**src/rtl/prio_arb_pkg.sv**
```systemverilog
// ----------------------------------------------------------------------------
// prio_arb_pkg
// Shared constants for the prio_arb_n request arbiter.
//   ST_IDLE  : no grant held, arbitration allowed on the next edge
//   ST_GRANT : one channel holds the grant until released
// No ports (package).
// ----------------------------------------------------------------------------
package prio_arb_pkg;

    // Two-state arbiter FSM encoding. The single state bit is what
    // gnt_valid reflects, so the state is directly observable on that port.
    localparam logic [0:0] ST_IDLE  = 1'b0;
    localparam logic [0:0] ST_GRANT = 1'b1;

endpackage

```
**src/rtl/prio_enc_n.sv**
```systemverilog
// ----------------------------------------------------------------------------
// prio_enc_n
// Combinational circular first-set-bit search. Starting at position
// 'start', positions are scanned in ascending order with wrap-around at N;
// the first set bit of 'vec' wins.
// Parameters:
//   N  : vector width (2..32)
//   IW : index width, $clog2(N)
// Ports:
//   vec   (in,  N)  : candidate bit vector
//   start (in,  IW) : first position examined, must be < N
//   idx   (out, IW) : position of the winning bit (0 when none found)
//   found (out, 1)  : at least one bit of vec is set
// ----------------------------------------------------------------------------
module prio_enc_n #(
    parameter int N  = 8,
    parameter int IW = $clog2(N)
) (
    input  logic [N-1:0]  vec,
    input  logic [IW-1:0] start,
    output logic [IW-1:0] idx,
    output logic          found
);

    // One extra bit so start + i cannot overflow before the wrap subtraction.
    logic [IW:0] pos;

    always_comb begin
        idx   = '0;
        found = 1'b0;
        pos   = '0;
        for (int i = 0; i < N; i++) begin
            pos = {1'b0, start} + (IW+1)'(i);
            if (pos >= (IW+1)'(N)) begin
                pos = pos - (IW+1)'(N);
            end
            if (!found && vec[pos[IW-1:0]]) begin
                found = 1'b1;
                idx   = pos[IW-1:0];
            end
        end
    end

endmodule

```
**src/rtl/prio_arb_n.sv**
```systemverilog
// ----------------------------------------------------------------------------
// prio_arb_n
// N-channel request arbiter with a hold-until-release grant.
// From IDLE, when enabled and any request is set, the winner is registered
// at the next rising edge (1-cycle latency). The grant is then held stable
// until ack, loss of the granted request, or en low; the release edge
// returns to IDLE, so at least one idle cycle separates two grants.
//
// Priority:
//   default           : fixed, highest set index wins (bit N-1 highest)
//   PRIO_ARB_RR_EN    : round-robin; search starts one past the last granted
//                       index, ascending with wrap. The last-grant pointer
//                       resets to N-1 so the first search starts at channel 0.
//
// Parameters:
//   N  : number of request channels (2..32)
//   IW : grant index width, $clog2(N)
// Ports:
//   clk       (in,  1)  : clock, all state on rising edge
//   rst       (in,  1)  : asynchronous active-high reset
//   en        (in,  1)  : arbiter enable; low forces/keeps IDLE
//   req       (in,  N)  : request vector, bit k = channel k
//   ack       (in,  1)  : consumer accepts the current grant (releases it)
//   gnt_valid (out, 1)  : a grant is held (FSM is in GRANT)
//   gnt_idx   (out, IW) : binary index of granted channel, 0 when idle
//   gnt_oh    (out, N)  : one-hot grant, 0 when idle
// ----------------------------------------------------------------------------
module prio_arb_n
    import prio_arb_pkg::*;
#(
    parameter int N  = 8,
    parameter int IW = $clog2(N)
) (
    input  logic          clk,
    input  logic          rst,
    input  logic          en,
    input  logic [N-1:0]  req,
    input  logic          ack,
    output logic          gnt_valid,
    output logic [IW-1:0] gnt_idx,
    output logic [N-1:0]  gnt_oh
);

    logic [0:0]    state;
    logic [N-1:0]  enc_vec;
    logic [IW-1:0] enc_start;
    logic [IW-1:0] enc_idx;
    logic          enc_found;
    logic [IW-1:0] win_idx;
    logic [N-1:0]  win_oh;
    logic          grant_now;
    logic          release_now;

`ifdef PRIO_ARB_RR_EN
    // Last granted index; the search begins just past it.
    logic [IW-1:0] ptr;

    always_comb begin
        enc_vec   = req;
        enc_start = (ptr == IW'(N-1)) ? '0 : ptr + IW'(1);
        win_idx   = enc_idx;
    end

    always_ff @(posedge clk or posedge rst) begin
        if (rst) begin
            ptr <= IW'(N-1);
        end else if (grant_now) begin
            ptr <= win_idx;
        end
    end
`else
    // Fixed priority reuses the ascending search: the request vector is
    // bit-reversed so the first hit is the highest original index, and the
    // index is mirrored back.
    always_comb begin
        enc_vec = '0;
        for (int k = 0; k < N; k++) begin
            enc_vec[k] = req[N-1-k];
        end
        enc_start = '0;
        win_idx   = IW'(N-1) - enc_idx;
    end
`endif

    prio_enc_n #(
        .N  (N),
        .IW (IW)
    ) u_enc (
        .vec   (enc_vec),
        .start (enc_start),
        .idx   (enc_idx),
        .found (enc_found)
    );

    always_comb begin
        win_oh = N'(1) << win_idx;
    end

    // Arbitration only from IDLE; release checks only the held channel.
    assign grant_now   = (state == ST_IDLE) && en && enc_found;
    assign release_now = !en || ack || !req[gnt_idx];

    always_ff @(posedge clk or posedge rst) begin
        if (rst) begin
            state   <= ST_IDLE;
            gnt_idx <= '0;
            gnt_oh  <= '0;
        end else begin
            case (state)
                ST_IDLE: begin
                    if (grant_now) begin
                        state   <= ST_GRANT;
                        gnt_idx <= win_idx;
                        gnt_oh  <= win_oh;
                    end
                end
                ST_GRANT: begin
                    // Any combination of release causes is one release.
                    if (release_now) begin
                        state   <= ST_IDLE;
                        gnt_idx <= '0;
                        gnt_oh  <= '0;
                    end
                end
                default: begin
                    state   <= ST_IDLE;
                    gnt_idx <= '0;
                    gnt_oh  <= '0;
                end
            endcase
        end
    end

    assign gnt_valid = (state == ST_GRANT);

endmodule

```
**config.mk**
```make
export PLATFORM = sky130hd
export DESIGN_NAME = prio_arb_n
export DESIGN_NICKNAME = d
export VERILOG_FILES = /design/src/rtl/prio_arb_pkg.sv /design/src/rtl/prio_enc_n.sv /design/src/rtl/prio_arb_n.sv
export SDC_FILE = /design/constraint.sdc
export NUM_CORES = 1
export LEC_CHECK = 0
export BUFFER_PORTS_ARGS = -buffer_cell sky130_fd_sc_hd__clkbuf_2
export CAP_MARGIN = 0
export CORE_MARGIN = 2
export CORE_UTILIZATION = 30
export DETAILED_ROUTE_END_ITERATION = 10
export SLEW_MARGIN = 20
export SYNTH_ARGS = -nofsm -noshare
export SYNTH_HDL_FRONTEND = slang
export SYNTH_SLANG_ARGS = --single-unit
```
**constraint.sdc**
```tcl
create_clock -name clk -period 1.7 [get_ports clk]
set_clock_uncertainty 0.15 [all_clocks]
set_input_delay 0 -clock clk [delete_from_list [all_inputs] [get_ports clk]]
set_output_delay 0 -clock clk [all_outputs]
set_load 0.02 [all_outputs]
```
==> run metrics, run 1 <==
setup ws final=0.0133 ns; area grow syn2layout=50.8%; via count=750; Overall Global Routing Usage=0.166; PortBufs=23; Post-layout nets=125; Hold Slack=-0.0230 ns; Ant. Diodes=0; DP Worst Slack=0.0585 ns; Worst EP required=1.70 ns; layout cells sized above 1=0.339; WL/cell=14.5 um; Clk Tree Root Cell=clkbuf_4; VDD IR-drop max=0.562 mV; first-pass GRT wire length=3280 um; Distinct cells, synth=27; Setup CP Type=register to register; startpoint types=register; normalized max-slew margin=0.662; die width=51.2 um; gr ovfl total=0; fmax=593 MHz; RePlAce Congestion=0.759; YS warnings=0; TritonRoute pass-1 iters=4; Post-DRT Antenna Nets=0; status=finished, violations left; Final period util=0.992; power per cell area=792 nW/um2; Seq/Total Area, Yosys=0.449; CTS tree=done; hold path depth=4; final cell count without fillers=140; final setup violation count=0; Vias/cell=5.36; Worst-Margin Slew=0.503 ns; min Tclk post-route=1.69 ns; max cap viols=0; Hold Fails Final Rpt=3; Reg2Reg Depth=5; RSZ-0062 raised after global routing=true; most frequent cells in the layout=clkbuf_2 (21), inv_1 (13), dfrtp_1 (11), dlygate4sd3_1 (10), nand2_1 (6); die footprint=2630 um2; cells after synthesis=76; vias in the first global route=750; most common cell after layout, fill and taps aside=clkbuf_2; clk_lat worst skew=0.28 ns; slowest CP cell=dfrtp_2; CTS Sinks=12; die height=51.2 um; clock transition at the registers of the reported paths=0.08 ns; Static Leak=0.000463 uW; CTS H-Tree Depth=1; violated checks=negative hold slack; Data arrival, critical path=1.68 ns; critical-path cell list=mux2i_1 > a311oi_2 > a32oi_2 > buf_4 > o22ai_1; Placeable Area=2170 um2; largest net degree at the start of global routing=13; Starting Density=0.309; HP Class=input port to register; number of core rows=17; Placed Cells=126; DRC=0; DP HPWL=1300 um; Worst Setup End Kind=register; Synth Register Bits=12; Critical Path Fanout Max=6; clk buf depth=2; total CTS buffers=3; Mean Syn Cell Area=8.81 um2; Iteration-0 DRC Markers=20; syn_nets=88; Final Max Slew Viols=0; Mapped Area=669 um2; I/O pin cnt=24; Post-Route WL=2020 um; Worst path max stage delay=0.45 ns; initial antenna violation count=0
==> worst max-delay path, delay by kind of cell (launching register included) <==
kind,cells,cell delay (ns)
AO/OA/AOI/OAI,3,0.50
buffers and inverters,1,0.19
flip-flops,1,0.45
multiplexers,1,0.25
==> registers in the layout (all words and copies together) (netlist names) <==
name and flops:
gnt_oh 8, gnt_idx 3, gnt_valid 1
==> final cells by class <==
type / instances / area (um2)
fill: 214 / 1160
multi-input combinational: 49 / 352
sequential: 12 / 302
timing repair buffer: 34 / 236
inverter: 13 / 48.8
clock buffer: 4 / 36.3
tap: 28 / 35.0
==> cell usage after synthesis <==
| cell type | number | share of area |
|---|---|---|
| inv_1 | 13 | 0.073 |
| dfrtp_1 | 12 | 0.45 |
| nand2_1 | 6 | 0.034 |
| o21ai_1 | 5 | 0.037 |
| o22ai_1 | 5 | 0.047 |
| mux2i_1 | 4 | 0.060 |
| nor2_1 | 3 | 0.017 |
| nor2b_1 | 3 | 0.028 |
| o21ai_0 | 3 | 0.022 |
| nand2b_1 | 2 | 0.019 |
| nand3_1 | 2 | 0.015 |
| nor3_1 | 2 | 0.015 |
| nor4_1 | 2 | 0.019 |
| a22oi_1 | 1 | 0.011 |
| a311oi_1 | 1 | 0.013 |
| a32oi_1 | 1 | 0.013 |
| and2_1 | 1 | 0.0094 |
| and3_1 | 1 | 0.0094 |
| buf_2 | 1 | 0.0075 |
| buf_6 | 1 | 0.017 |
| nand3b_1 | 1 | 0.011 |
| nand4_1 | 1 | 0.0094 |
| o2111ai_1 | 1 | 0.013 |
| o31ai_1 | 1 | 0.011 |
| o32ai_1 | 1 | 0.013 |
| or4_1 | 1 | 0.011 |
| or4_4 | 1 | 0.017 |
==> logic make-up (layout without fill, tap and decap cells) <==
group / after synthesis / count (layout) / share of synthesized area
multiplexers: 4 / 4 / 0.0598
buffers and inverters: 15 / 51 / 0.0972
AO/OA/AOI/OAI: 19 / 19 / 0.181
flip-flops: 12 / 12 / 0.449
AND/OR/NAND/NOR: 26 / 26 / 0.213
==> report_power, final <==
| part | total [uW] | internal, uW | switching [uW] |
|---|---|---|---|
| Clock | 235 | 130 | 104 |
| Sequential | 335 | 308 | 27.6 |
| Combinational | 230 | 97.3 | 133 |
| Total | 800 | 535 | 264 |
==> worst paths after layout <==
check	from	to	slack, ns
worst max register to register	gnt_idx[1]$_DFFE_PP0P_	gnt_idx[2]$_DFFE_PP0P_	0.01
worst min register to register	gnt_oh[7]$_DFFE_PP0P_	gnt_oh[7]$_DFFE_PP0P_	0.37
worst max-delay path	gnt_idx[1]$_DFFE_PP0P_	gnt_idx[2]$_DFFE_PP0P_	0.01
max in group asynchronous	rst	gnt_idx[1]$_DFFE_PP0P_	0.98
worst min-delay path	req[3]	gnt_oh[1]$_DFFE_PP0P_	-0.02
min in group asynchronous	rst	gnt_oh[4]$_DFFE_PP0P_	0.09
==> per-layer routing <==
layer	global-route usage	routed length (um)
met1	0.199	835
met2	0.284	1030
met3	0.0292	92
met4	0.0877	60
met5	0	0
==> repair_timing <==
| item | in CTS | in global routing |
|---|---|---|
| endpoints found under the setup margin | 0 | 11 |
| endpoints found under the hold margin | 24 | 0 |
| buffers inserted | 0 | 0 |
| hold buffers | 12 | 0 |
| gates resized for setup | 0 | 15 |
==> metrics by stage <==
stage / setup TNS (ns) / power (uW) / util / instance area (um2)
global placement: 0 / 513 / 0.374 / 811
global route: -0.326 / 838 / 0.465 / 1010
detailed placement: 0 / 517 / 0.374 / 811
finish: 0 / 800 / 0.465 / 1010
CTS: 0 / 772 / 0.446 / 967
floorplan: 0 / 453 / - / 669
No activity file was read; power rests on OpenSTA's default activity.
==> inputs of run 2 (changes only) <==
--- a/config.mk
+++ b/config.mk
@@ -13,4 +13,5 @@
 export SLEW_MARGIN = 20
 export SYNTH_ARGS = -nofsm -noshare
 export SYNTH_HDL_FRONTEND = slang
+export SYNTH_HIERARCHICAL = 1
 export SYNTH_SLANG_ARGS = --single-unit
==> run metrics, run 2 <==
max reg flops=8 (unchanged); R2R setup slack=-0.10 ns (-0.11 ns); Worst EP required=1.72 ns (+0.02 ns); largest net degree at the start of global routing=20 (+7); ys flop type=dfrtp_1; die height=78.6 um (+53%); violated checks=negative setup slack; vias in the first global route=1,689 (+130%); YS warnings=6 (+6); Post-synth ARST share=1.00 (unchanged); WL/cell=15.3 um (+6.1%); Final Max Slew Viols=0 (unchanged); Worst-Margin Slew=0.505 ns (+0.00238 ns); Post-layout nets=256 (+100%); TritonRoute pass-1 iters=4 (unchanged); Mapped Area=1670 um2 (+150%); Static Leak=0.00109 uW (+140%); RePlAce Congestion=0.778 (+2.6%); Power, Total=1660 uW (+110%); clock transition at the registers of the reported paths=0.05 ns (-0.03 ns); setup_tns=-4.25 ns (-4.25 ns); Seq/Total Area, Yosys=0.180 (-0.269); fmax=475 MHz (-20%); Worst Setup End Kind=register; CTS H-Tree Depth=1 (unchanged); Worst path max stage delay=0.46 ns (about the same); VDD IR-drop max=0.533 mV (-5.2%); final setup violation count=12 (+12); most frequent cells in the layout=buf_4 (42), clkbuf_2 (22), mux2i_1 (15), dfrtp_1 (12); Critical Path Fanout Max=4 (-2); Starting Density=0.307 (-0.00120); CTS tree=done; PortBufs=23 (unchanged); Placeable Area=5440 um2 (+150%); max cap viols=0 (unchanged); Hold Fails Final Rpt=0 (-3); HP Class=input port to register; critical-path cell list=buf_8 > mux4_2 > a221o_1 > a2bb2oi_4 > nor2_4 > a221oi_2 > a211oi_2 > nand4b_1 > buf_4 > o2bb2ai_2; Synth Register Bits=12 (unchanged); Post-DRT Antenna Nets=0 (unchanged); Vias/cell=5.33 (-0.46%); I/O pin cnt=24 (unchanged); Clk Tree Root Cell=clkbuf_8; DP Worst Slack=-0.625 ns (-0.684 ns); layout cells sized above 1=0.485 (+0.146); first-pass GRT wire length=8110 um (+150%); die footprint=6190 um2 (+140%); most common cell after layout, fill and taps aside=buf_4; via count=1,669 (+120%); most frequent cell after synthesis=mux2i_1; startpoint types=input port; Overall Global Routing Usage=0.162 (-0.00414); area leader, netlist=dfrtp_1; largest reg by FF count=gnt_oh; clk buf depth=2 (unchanged); setup ws final=-0.405 ns (-0.418 ns); Mean Syn Cell Area=9.89 um2 (+12%); power per cell area=686 nW/um2 (-13%); share of the synthesized area in the top cell type=0.180 (-0.269); Post-Route WL=4800 um (+140%); DP HPWL=3400 um (+160%); slowest CP cell=mux4_2; Data arrival, critical path=2.13 ns (+0.45 ns); initial antenna violation count=0 (unchanged); top cells by count, synth=mux2i_1 (15), dfrtp_1 (12), nand2_1 (12); normalized max-slew margin=0.661 (about the same); Distinct cells, synth=58 (+110%); Final period util=1.24 (+0.246); area grow syn2layout=44.5%; status=finished, violations left; EDFF count, synth=0 (unchanged); Filler Cell Count=529 (+150%); hold path depth=4 (unchanged); CTS Sinks=12 (unchanged); Ant. Diodes=0 (unchanged); gr ovfl total=0 (unchanged); number of core rows=27 (+10); total CTS buffers=3 (unchanged); clk_lat worst skew=0.24 ns (-0.04 ns); DRC=0 (unchanged); Setup CP Type=input port to register; min Tclk post-route=2.10 ns (+0.418 ns); Iteration-0 DRC Markers=96 (+380%); Area contributors post-synth=dfrtp_1 (18%), mux4_2 (12%), mux2i_1 (9.0%); RSZ-0062 raised after global routing=true; Reg2Reg Depth=4 (-1); die width=78.6 um (+53%); cells after synthesis=169 (+120%)
## run 2: cell count changes after synthesis, moves of 5 or more
cell	before	now
mux2i_1	4	15
mux4_2	0	9
a21oi_1	0	6
nand2_1	6	12
mux2_2	0	5
nor3_1	2	7
o22ai_1	5	0
o2bb2ai_1	0	5
## run 2: worst paths after layout
| check | from | end |
|---|---|---|
| hold reg to reg | gnt_oh[7]$_DFFE_PP0P_ | gnt_oh[7]$_DFFE_PP0P_ |
| min in group asynchronous | rst | gnt_oh[4]$_DFFE_PP0P_ |
| setup / recovery | req[7] | gnt_oh[2]$_DFFE_PP0P_ |
| hold / removal | en | gnt_valid$_DFF_PP0_ |
| max in group asynchronous | rst | gnt_oh[5]$_DFFE_PP0P_ |
| setup reg to reg | gnt_idx[1]$_DFFE_PP0P_ | gnt_oh[6]$_DFFE_PP0P_ |
## run 2: where the power goes
group	leakage, uW	switching (uW)	total, uW	internal (uW)
Combinational	0.000903	504	983	479
Clock	0.0000288	109	314	205
Sequential	0.000161	37.1	361	323
## run 2: cell families (layout without fill, tap and decap cells)
kind of cell | count (synthesis) | in the layout | synth area share
buf+inv | 20 | 85 | 0.0674
flops | 12 | 12 | 0.180
other cells | 1 | 7 | 0.00224
fa+ha+maj | 2 | 2 | 0.0150
simple gates | 48 | 48 | 0.161
compound gates | 47 | 48 | 0.231
xor+xnor | 3 | 3 | 0.0157
mux | 36 | 36 | 0.328
## run 2: worst max-delay path, delay by kind of cell
kind	cells	cell delay, ns
compound gates	5	1.00
mux	1	0.46
buf+inv	2	0.28
simple gates	2	0.38
## run 2: timing repair
item / 4_1_cts / 5_1_grt
pin swaps: 17 / 12
hold endpoints to repair: 12 / 0
resized for setup: 12 / 15
endpoints found under the setup margin: 12 / 12
gates cloned: 1 / 0
buffers inserted: 6 / 2
hold buffers: 1 / 0
## run 2: layout make-up
type                    instances  area [um2]  area share
repair buffers                 71         507       0.210
inverters                      10        37.5      0.0155
clock buffers                   4        55.1      0.0228
flip-flops and latches         12         300       0.124
well taps                      72        90.1      0.0373
multi-input cells             144        1430       0.590
## run 2: stage by stage
| step | std cells | hold WS, ns | cell area (um2) | util |
|---|---|---|---|---|
| after floorplan | 175 | -0.285 | 1730 | - |
| after global placement | 299 | -0.138 | 2150 | 0.396 |
| after detailed placement | 299 | -0.138 | 2150 | 0.396 |
| after CTS | 311 | 0.0633 | 2330 | 0.428 |
| after global routing | 313 | 0.113 | 2410 | 0.444 |
| final | 313 | 0.0772 | 2410 | 0.444 |
## run 2: routing by layer
layer	vias up	GRT usage	routed length (um)
met4	0	0.0263	58
met5	-	0	0
met3	6	0.0195	152
met1	813	0.217	2080
met2	39	0.285	2520
li1	811	-	-
